### src/rtl/packet_switch_rx_avmm_rsp_agg.sv
// Read-response aggregator for the RX_0 / RX_1 debug register regions.
// Every accepted host read leaves a tag in an in-order FIFO. Each region's
// read data is buffered in a per-region FIFO, or forwarded straight through
// when it answers the head read. Responses go back to the host in request
// order. Unmapped reads get MISS_DATA. A head read that is never answered
// gets TIMEOUT_DATA, and the late answer to it is dropped when it arrives.
//
// Ports:
//   clk, rst                       clock, async active-high reset
//   avmm_address/read/write        host request side (writes are posted, not tracked)
//   avmm_waitrequest               high while the tag FIFO is full
//   avmm_readdata/readdatavalid    registered in-order read responses
//   rsp_readdata_r/readdatavalid_r region r read responses (r = 0, 1)
//   err_clr                        clears the sticky error flags
//   err_timeout, err_unexpected    sticky error flags
module packet_switch_rx_avmm_rsp_agg #(
    parameter int ADDR_WIDTH      = 16,
    parameter int DATA_WIDTH      = 32,
    parameter logic [ADDR_WIDTH-1:0] RX0_LO = 'h8258,
    parameter logic [ADDR_WIDTH-1:0] RX0_HI = 'h8294,
    parameter logic [ADDR_WIDTH-1:0] RX1_LO = 'h8298,
    parameter logic [ADDR_WIDTH-1:0] RX1_HI = 'h82D4,
    parameter int MAX_OUTSTANDING = 4,
    parameter int TIMEOUT_CYCLES  = 64,
    parameter logic [DATA_WIDTH-1:0] MISS_DATA    = 'hBADC0DE0,
    parameter logic [DATA_WIDTH-1:0] TIMEOUT_DATA = 'hDEADBEEF
) (
    input  logic                  clk,
    input  logic                  rst,
    input  logic [ADDR_WIDTH-1:0] avmm_address,
    input  logic                  avmm_read,
    input  logic                  avmm_write,
    output logic                  avmm_waitrequest,
    output logic [DATA_WIDTH-1:0] avmm_readdata,
    output logic                  avmm_readdatavalid,
    input  logic [DATA_WIDTH-1:0] rsp_readdata_0,
    input  logic                  rsp_readdatavalid_0,
    input  logic [DATA_WIDTH-1:0] rsp_readdata_1,
    input  logic                  rsp_readdatavalid_1,
    input  logic                  err_clr,
    output logic                  err_timeout,
    output logic                  err_unexpected
);
    localparam int PTR_W = $clog2(MAX_OUTSTANDING);
    localparam int CNT_W = $clog2(MAX_OUTSTANDING + 1);
    localparam int TO_W  = $clog2(TIMEOUT_CYCLES);
    localparam logic [CNT_W-1:0] CNT_FULL = CNT_W'(MAX_OUTSTANDING);
    localparam logic [CNT_W-1:0] CNT_MAX  = {CNT_W{1'b1}};
    localparam logic [TO_W-1:0]  TO_LAST  = TO_W'(TIMEOUT_CYCLES - 1);

    typedef enum logic [1:0] {TAG_RX0 = 2'd0, TAG_RX1 = 2'd1, TAG_MISS = 2'd2} tag_t;

    tag_t                  tag_mem [MAX_OUTSTANDING];
    logic [PTR_W-1:0]      tag_wp, tag_rp;
    logic [CNT_W-1:0]      tag_cnt;
    logic [DATA_WIDTH-1:0] rf_mem [2][MAX_OUTSTANDING];
    logic [PTR_W-1:0]      rf_wp [2];
    logic [PTR_W-1:0]      rf_rp [2];
    logic [CNT_W-1:0]      rf_cnt [2];
    logic [CNT_W-1:0]      pend_cnt [2];
    logic [CNT_W-1:0]      drop_cnt [2];
    logic [CNT_W-1:0]      pend_nxt [2];
    logic [CNT_W-1:0]      drop_nxt [2];
    logic [TO_W-1:0]       to_cnt;

    logic                  accept;
    tag_t                  new_tag;
    tag_t                  head;
    logic                  head_r;
    logic [DATA_WIDTH-1:0] rsp_data [2];
    logic [1:0]            rsp_valid, rsp_acc, rsp_drop, rsp_unexp;
    logic [1:0]            rf_push, rf_pop, bypass, tmo;
    logic                  pop;
    logic [DATA_WIDTH-1:0] pop_data;

    assign avmm_waitrequest = (tag_cnt == CNT_FULL);
    assign accept           = avmm_read && !avmm_waitrequest;
    assign rsp_data[0]      = rsp_readdata_0;
    assign rsp_data[1]      = rsp_readdata_1;
    assign rsp_valid        = {rsp_readdatavalid_1, rsp_readdatavalid_0};
    assign head             = tag_mem[tag_rp];
    assign head_r           = (head == TAG_RX1);

    always_comb begin
        new_tag = TAG_MISS;
        if (avmm_address >= RX0_LO && avmm_address <= RX0_HI)
            new_tag = TAG_RX0;
        else if (avmm_address >= RX1_LO && avmm_address <= RX1_HI)
            new_tag = TAG_RX1;
    end

    always_comb begin
        rsp_acc   = '0;
        rsp_drop  = '0;
        rsp_unexp = '0;
        for (int r = 0; r < 2; r++) begin
            if (rsp_valid[r]) begin
                if (drop_cnt[r] != '0)      rsp_drop[r]  = 1'b1;
                else if (pend_cnt[r] != '0) rsp_acc[r]   = 1'b1;
                else                        rsp_unexp[r] = 1'b1;
            end
        end
    end

    // Head pop priority: miss, buffered data, bypass, timeout. A response
    // arriving with the timeout for the same head therefore wins.
    always_comb begin
        pop      = 1'b0;
        pop_data = '0;
        rf_pop   = '0;
        bypass   = '0;
        tmo      = '0;
        if (tag_cnt != '0) begin
            if (head == TAG_MISS) begin
                pop      = 1'b1;
                pop_data = MISS_DATA;
            end else if (rf_cnt[head_r] != '0) begin
                pop            = 1'b1;
                rf_pop[head_r] = 1'b1;
                pop_data       = rf_mem[head_r][rf_rp[head_r]];
            end else if (rsp_acc[head_r]) begin
                pop            = 1'b1;
                bypass[head_r] = 1'b1;
                pop_data       = rsp_data[head_r];
            end else if (to_cnt == TO_LAST) begin
                pop         = 1'b1;
                tmo[head_r] = 1'b1;
                pop_data    = TIMEOUT_DATA;
            end
        end
    end

    always_comb begin
        for (int r = 0; r < 2; r++) begin
            rf_push[r]  = rsp_acc[r] && !bypass[r];
            pend_nxt[r] = pend_cnt[r];
            drop_nxt[r] = drop_cnt[r];
            if (accept && new_tag == tag_t'(r)) pend_nxt[r] = pend_nxt[r] + 1'b1;
            if (rsp_acc[r] || tmo[r])           pend_nxt[r] = pend_nxt[r] - 1'b1;
            if (rsp_drop[r])                    drop_nxt[r] = drop_nxt[r] - 1'b1;
            else if (tmo[r] && drop_cnt[r] != CNT_MAX)
                drop_nxt[r] = drop_nxt[r] + 1'b1;
        end
    end

    always_ff @(posedge clk or posedge rst) begin
        if (rst) begin
            tag_wp             <= '0;
            tag_rp             <= '0;
            tag_cnt            <= '0;
            to_cnt             <= '0;
            avmm_readdata      <= '0;
            avmm_readdatavalid <= 1'b0;
            err_timeout        <= 1'b0;
            err_unexpected     <= 1'b0;
            for (int r = 0; r < 2; r++) begin
                rf_wp[r]    <= '0;
                rf_rp[r]    <= '0;
                rf_cnt[r]   <= '0;
                pend_cnt[r] <= '0;
                drop_cnt[r] <= '0;
            end
        end else begin
            if (accept) begin
                tag_mem[tag_wp] <= new_tag;
                tag_wp          <= tag_wp + 1'b1;
            end
            if (pop) tag_rp <= tag_rp + 1'b1;
            if (accept && !pop)      tag_cnt <= tag_cnt + 1'b1;
            else if (!accept && pop) tag_cnt <= tag_cnt - 1'b1;

            for (int r = 0; r < 2; r++) begin
                if (rf_push[r]) begin
                    rf_mem[r][rf_wp[r]] <= rsp_data[r];
                    rf_wp[r]            <= rf_wp[r] + 1'b1;
                end
                if (rf_pop[r]) rf_rp[r] <= rf_rp[r] + 1'b1;
                if (rf_push[r] && !rf_pop[r])      rf_cnt[r] <= rf_cnt[r] + 1'b1;
                else if (!rf_push[r] && rf_pop[r]) rf_cnt[r] <= rf_cnt[r] - 1'b1;
                pend_cnt[r] <= pend_nxt[r];
                drop_cnt[r] <= drop_nxt[r];
            end

            if (pop || tag_cnt == '0) to_cnt <= '0;
            else                      to_cnt <= to_cnt + 1'b1;

            avmm_readdatavalid <= pop;
            if (pop) avmm_readdata <= pop_data;

            // Set wins over a same-cycle clear.
            err_timeout    <= (|tmo) || (err_timeout && !err_clr);
            err_unexpected <= (|rsp_unexp) || (err_unexpected && !err_clr);
        end
    end

    // Writes are posted to the region decoders and need no response here.
    logic unused_write;
    assign unused_write = avmm_write;
endmodule

### config.mk
export PLATFORM = sky130hd
export DESIGN_NAME = packet_switch_rx_avmm_rsp_agg
export DESIGN_NICKNAME = d
export VERILOG_FILES = /design/src/rtl/packet_switch_rx_avmm_rsp_agg.sv
export SDC_FILE = /design/constraint.sdc
export NUM_CORES = 1
export LEC_CHECK = 0
export ABC_AREA = 1
export BUFFER_PORTS_ARGS = -buffer_cell sky130_fd_sc_hd__buf_2
export CAP_MARGIN = 0
export CORE_ASPECT_RATIO = 1.5
export CORE_MARGIN = 1.5
export CORE_UTILIZATION = 40
export DETAILED_ROUTE_END_ITERATION = 6
export HOLD_SLACK_MARGIN = 0.03
export MAX_ROUTING_LAYER = met4
export REMOVE_ABC_BUFFERS = 1
export SKIP_LAST_GASP = 1
export SYNTH_ARGS = -nofsm -noshare
export SYNTH_HDL_FRONTEND = slang
export SYNTH_SLANG_ARGS = --single-unit
### constraint.sdc
create_clock -name clk -period 6.2 [get_ports clk]
set_input_delay 1.24 -clock clk [delete_from_list [all_inputs] [get_ports clk]]
set_output_delay 1.24 -clock clk [all_outputs]
set_load 0.01 [all_outputs]
* Word level (Yosys, flattened, before mapping)
Memory sizes are Yosys's and may differ from the RTL's.
Cells that the tools add are included.
** Word-level totals
- Bits of input ports :: 87
- Output and inout bits :: 36
- Word-level logic and storage cells :: 199
- RAM bits :: 264
- Memories :: 2
- Register bits :: 74
** Memories
- rf_mem :: words 2, width 128, read ports 1, clocked after Yosys merged registers in 0, write ports 2, line 56 : logic [DATA_WIDTH-1:0] rf_mem [2][MAX_OUTSTANDING];
- tag_mem :: words 4, width 2, read ports 1, clocked after Yosys merged registers in 0, write ports 1, line 53 : tag_t tag_mem [MAX_OUTSTANDING];
** Cells by class
- Equal/unequal tests :: 7
- Magnitude comparators :: 12
- Add/subtract/negate cells :: 21
- Reductions and logical operators :: 54
- Bitwise operators :: 4
- Muxes and demuxes :: 81
** Operators by type and width (count)
- 32-bit two-way mux :: 12
- 128-bit two-way mux :: 2
- 32-bit demux with 2-bit select :: 2
- 32-bit binary-select mux with 2-bit select :: 1
- 3-bit two-way mux :: 17
- 2-bit two-way mux :: 17
- 16-bit greater-or-equal comparator (second input constant) :: 2
- 16-bit less-or-equal comparator (second input constant) :: 2
- 1-bit two-way mux :: 28
- 1-bit logical AND :: 23
- 3-bit by 1-bit adder with 3-bit output (second input constant) :: 7
- 3-bit by 1-bit subtractor with 3-bit output (second input constant) :: 7
- 3-bit nonzero test :: 6
- 2-bit by 1-bit adder with 2-bit output (second input constant) :: 6
- 1-bit logical NOT :: 11
- 2-bit nonzero test :: 5
- 3-bit greater-or-equal comparator (second input constant) :: 3
- 2-bit inverter with 3-bit output :: 3
- 6-bit by 1-bit adder with 6-bit output (second input constant) :: 1
- 6-bit == test (second input constant) :: 1
- 3-bit by 1-bit < comparator with 1-bit output (second input constant) :: 2
- 6-bit two-way mux :: 1
- 3-bit != test (second input constant) :: 2
- 1-bit logical OR :: 5
- 11 further kinds :: 13

* Depth between registers and ports, before layout
- Depth in word-level cells :: 16
- Mapped depth :: 18
- Depth with buffers taken out :: 17

* Least setup slack after synthesis
No wires, ideal clock.
- Path kind :: input-to-reg
- Start point :: in rst
- End point :: mem rf_mem[1][0] (netlist name), enable pin
- Arrival time :: 4.573 ns
- Setup slack :: 1.206 ns
- Data required time :: 5.779 ns
- Buffers on the path :: 0
- Stages :: 3
- Library setup time :: 0.421 ns
- Cells stage by stage :: inv_1 > nand2_1 > nor2_1
** RTL lines
- from (decl) :: line 29 : input logic rst,
- to (decl) :: line 56

* Worst setup path after layout
- Start point :: reg tag_rp[0]
- End point :: reg tag_cnt[2]
** Between the ends
- Cells in the longest elaborated chain, start to end :: 13
- Elaborated cells between the ends (all ways) :: 19
- Those cells by class :: eq/ne: 2; mux: 10; bitwise: 1; reduce/logical: 5; memory: 1
** RTL lines
- from (decl) :: line 54 : logic [PTR_W-1:0] tag_wp, tag_rp;
- from (signal assigned) :: line 168 : if (pop) tag_rp <= tag_rp + 1'b1;
- memory 4 x 2 bit *
- 2-bit by 1-bit == test with 1-bit output :: line 82 : assign head_r = (head == TAG_RX1);
- 1-bit inverter with 2-bit output (implied by the code) :: line 117 : end else if (rf_cnt[head_r] != '0) begin
- 3-bit two-way mux (implied by the code) (3 in a row) :: line 117
- 3-bit nonzero test :: line 117
- 1-bit two-way mux :: line 117
- 1-bit two-way mux * :: line 114 : if (head == TAG_MISS) begin
- 1-bit two-way mux * :: line 113 : if (tag_cnt != '0) begin
- 1-bit logical NOT :: line 169 : if (accept && !pop) tag_cnt <= tag_cnt + 1'b1;
- 1-bit logical AND :: line 169
- 3-bit two-way mux / 2-bit nonzero test (equally long branches)
- to (signal assigned) :: line 169
- to (signal assigned) :: line 170 : else if (!accept && pop) tag_cnt <= tag_cnt - 1'b1;
- to (decl) :: line 55 : logic [CNT_W-1:0] tag_cnt;
Every way passes the cells marked *; elsewhere a longest branch is shown, timed or not. The select of a mux whose other input is x is not followed.
A chain may end at the register's enable or synchronous reset.

==> results.tsv <==
stage	metric	value	unit
status	outcome	completed	
sta	Setup TNS	0	ns
global_routing	Total GRT Usage	21.62	%
route	DR pass1 iterations	5	
worst_setup_path	CP Launch Type	register	
synth	mapped cell area	15810	um^2
synth	post-synthesis register bit count	338	
route	vias per inst	5.150	
pwr	Net Sw Power	4123	uW
synth	top cell type's share of synthesized area	50.15	%
sta	min Tclk post-route	4.336	ns
sta	measured slew at the worst slew-check pin	1.072	ns
pwr	PwrDens	523.9	nW/um^2
synth	dominant cell by count in the synthesized netlist	nand2_1	
sta	# setup viols final	0	
worst_setup_path	CP endpoint kind	register	
placement	Port Buffer Count	121	
floorplanning	Starting Density	40.33	%
synth	asr flop ratio synth	21.89	%
floorplanning	Core Box Area	39200	um^2
synth	Mapped Avg Cell Area	9.770	um^2
synth	most instantiated cells after synthesis	599 x nand2_1, 264 x edfxtp_1, 181 x nand3_1	
route	routed via count	11580	
route	routed wl met3	2731	um
sta	count of final max-slew check failures	0	
worst_setup_path	Req. time, crit path	6.59	ns
layout	Layout area overhead	13.35	%
synth	sequential element share of the synthesized area	61.86	%
synth	number of synthesized flops with an enable pin	264	
pwr	Seq pwr share	31.9	%
worst_setup_path	R2R depth	17	
floorplanning	die area	40750	um^2
cts	Clock Latency Late Sink	0.52	ns
cts	H-tree depth reported by CTS	2	
cts	Setup Buffers After CTS	0	
route	routed wire length	41610	um
cts	CTS tree	built	
cts	CTS sink cnt	338	
sta	Hold WS	0.4718	ns
route	DRC Markers	0	
global_routing	total grt overflow	0	
worst_setup_path	CP max FO	56	
cts	# resized after CTS	0	
sta	Slew headroom	28.36	%
worst_hold_path	HP Class	register to register	
worst_hold_path	WHS Path Cells	1	
worst_setup_path	WP data arrival	4.73	ns
cts	Worst-path clk slew	0.06	ns
synth	Post-synth top flop	edfxtp_1	
route	Met1 Wirelength	15560	um
sta	Max Clk Rate	230.6	MHz
cts	Max Buffers Root-to-Sink	3	
sta	Final Skew	0.01249	ns
sta	period utilization	69.93	%
floorplanning	Die H	246.5	um
layout	fillcell total	3704	
global_routing	global-route wire length before repair	63890	um
synth	area leader, netlist	edfxtp_1	
pwr	Worst VDD drop	0.3825	mV
synth	Cells after Synth	1618	
sta	Final Hold Viols	0	
synth	Unique masters post-synth	39	
placement	gpl congestion	0.7720	
cts	CTS Buf Count	34	
route	drt wl/cell	18.51	um
floorplanning	Die Wd	165.3	um
worst_setup_path	Setup CP Type	register to register	
cts	Clk Tree Root Cell	clkbuf_16	
pwr	Int Pwr	5265	uW
route	DRT antenna net count	0	
placement	Final HPWL DP	24620	um
floorplanning	Top-Level Pins	123	
synth	Ys Warns	0	
sta	RSZ-0062 raised after global routing	false	
cts	hold buffer count at CTS	0	
pwr	Gate power share	46.6	%
pwr	Clk pwr share	21.5	%
route	Top Layer Used	met4	
global_routing	vias in the first global route	11470	
pwr	Switching Share	43.92	%
synth	Synth area leaders	edfxtp_1 50%, nand2_1 14%, dfrtp_1 12%	
layout	NumNets Final	1830	
job	max-cap viol count	0	
layout	layout cells sized above 1	13.15	%
global_routing	largest net degree at the start of global routing	79	
global_routing	antenna violations before repair	5	
route	DR WL met2	21350	um
pwr	LEAKAGE	0.007772	uW
route	DR iter-0 viols	753	
floorplanning	# rows	89	
worst max-delay path, cell delays in order, from the launching register on:
cell and delay [ns]:
dfrtp_1 0.46, inv_2 0.14, nand2_1 0.07, nand3_1 0.11, nand2_4 0.33, nand2_8 0.48, nand2_4 0.12, nand2_4 0.47
inv_4 0.23, nor2_4 0.17, nand2_4 0.22, nand2_8 0.28, ha_1 0.19, inv_1 0.07, fa_1 0.37, a21oi_1 0.15
o21ai_0 0.11, xor2_1 0.15
per-stage QoR:
step | total power [uW] | util (%) | setup slack [ns] | cells | cell area [um^2]
6_report | 9388 | 45.71 | 1.864 | 2248 | 17920
5_1_grt | 10130 | 45.71 | 1.629 | 2247 | 17920
4_1_cts | 9464 | 45.67 | 1.919 | 2242 | 17900
3_5_place_dp | 7426 | 42.89 | 1.950 | 2180 | 16810
3_3_place_gp | 7319 | 42.89 | 1.974 | 2180 | 16810
2_1_floorplan | 5951 | - | 1.161 | 1540 | 15380
layer usage:
metal,vias to the layer above,GRT usage [%]
li1,5575,-
met1,5484,23.24
met2,377,38.05
met3,141,3.636
met4,0,10.77
met5,-,-
logic make-up after synthesis:
logic type | count (synthesis) | synth area share [%]
buffers and inverters | 206 | 5.778
adder cells (fa/ha/maj) | 27 | 2.375
AND/OR/NAND/NOR | 890 | 24.04
multiplexers | 3 | 0.2137
flip-flops | 338 | 61.86
XOR/XNOR | 22 | 1.219
AO/OA/AOI/OAI | 132 | 4.512
area by class of cell:
type | instances | area [um^2] | area share, %
Multi-Input combinational cell | 1074 | 5172 | 28.87
Clock inverter | 16 | 102.6 | 0.5726
Inverter | 128 | 484.2 | 2.702
Antenna cell | 6 | 15.01 | 0.08379
Tap cell | 500 | 625.6 | 3.491
Clock buffer | 46 | 991.0 | 5.530
Sequential cell | 338 | 9779 | 54.58
Timing Repair Buffer | 140 | 748.2 | 4.176
registers in the layout (all words and copies together) (netlist names), 6 cells and up:
signal / cells
drop_cnt: 6
rf_cnt: 6
tag_mem: 8
rf_mem: 256
pend_cnt: 6
avmm_readdata: 32
to_cnt: 6
power by group through the flow:
stage,Clock [uW],Combinational (uW),Sequential [uW]
after CTS,2060,4410,2990
after floorplan,0,2910,3040
after detailed placement,0,4390,3030
after global routing,2130,4970,3020
final,2020,4370,2990
after global placement,0,4300,3020
worst paths after layout:
path                                 from                 to  slack, ns
worst max-delay path            tag_rp[0]         tag_cnt[2]       1.86
worst min-delay path            to_cnt[0]          to_cnt[0]       0.47
worst max register to register  tag_rp[0]         tag_cnt[2]       1.86
worst min register to register  to_cnt[0]          to_cnt[0]       0.47
max in group asynchronous             rst  avmm_readdata[12]       4.16
min in group asynchronous             rst  avmm_readdata[24]       0.84
placed cells by master (no fill, tap or decap), types with 7 or more instances in the layout:
cell type / Yosys / layout
dfrtp_1: 74 / 74
nand4_1: 16 / 16
nor2_1: 50 / 46
nor3_1: 9 / 9
o22ai_1: 12 / 12
nand2_1: 599 / 598
clkinv_2: 0 / 8
edfxtp_1: 264 / 264
clkbuf_16: 0 / 38
nand3b_1: 10 / 10
buf_4: 8 / 19
clkbuf_1: 11 / 7
a21oi_1: 69 / 69
ha_1: 22 / 22
buf_2: 50 / 121
inv_1: 123 / 122
xor2_1: 17 / 17
nor2_4: 3 / 7
nand3_1: 181 / 181
o21ai_0: 36 / 36
(Power assumes the default switching activity.)
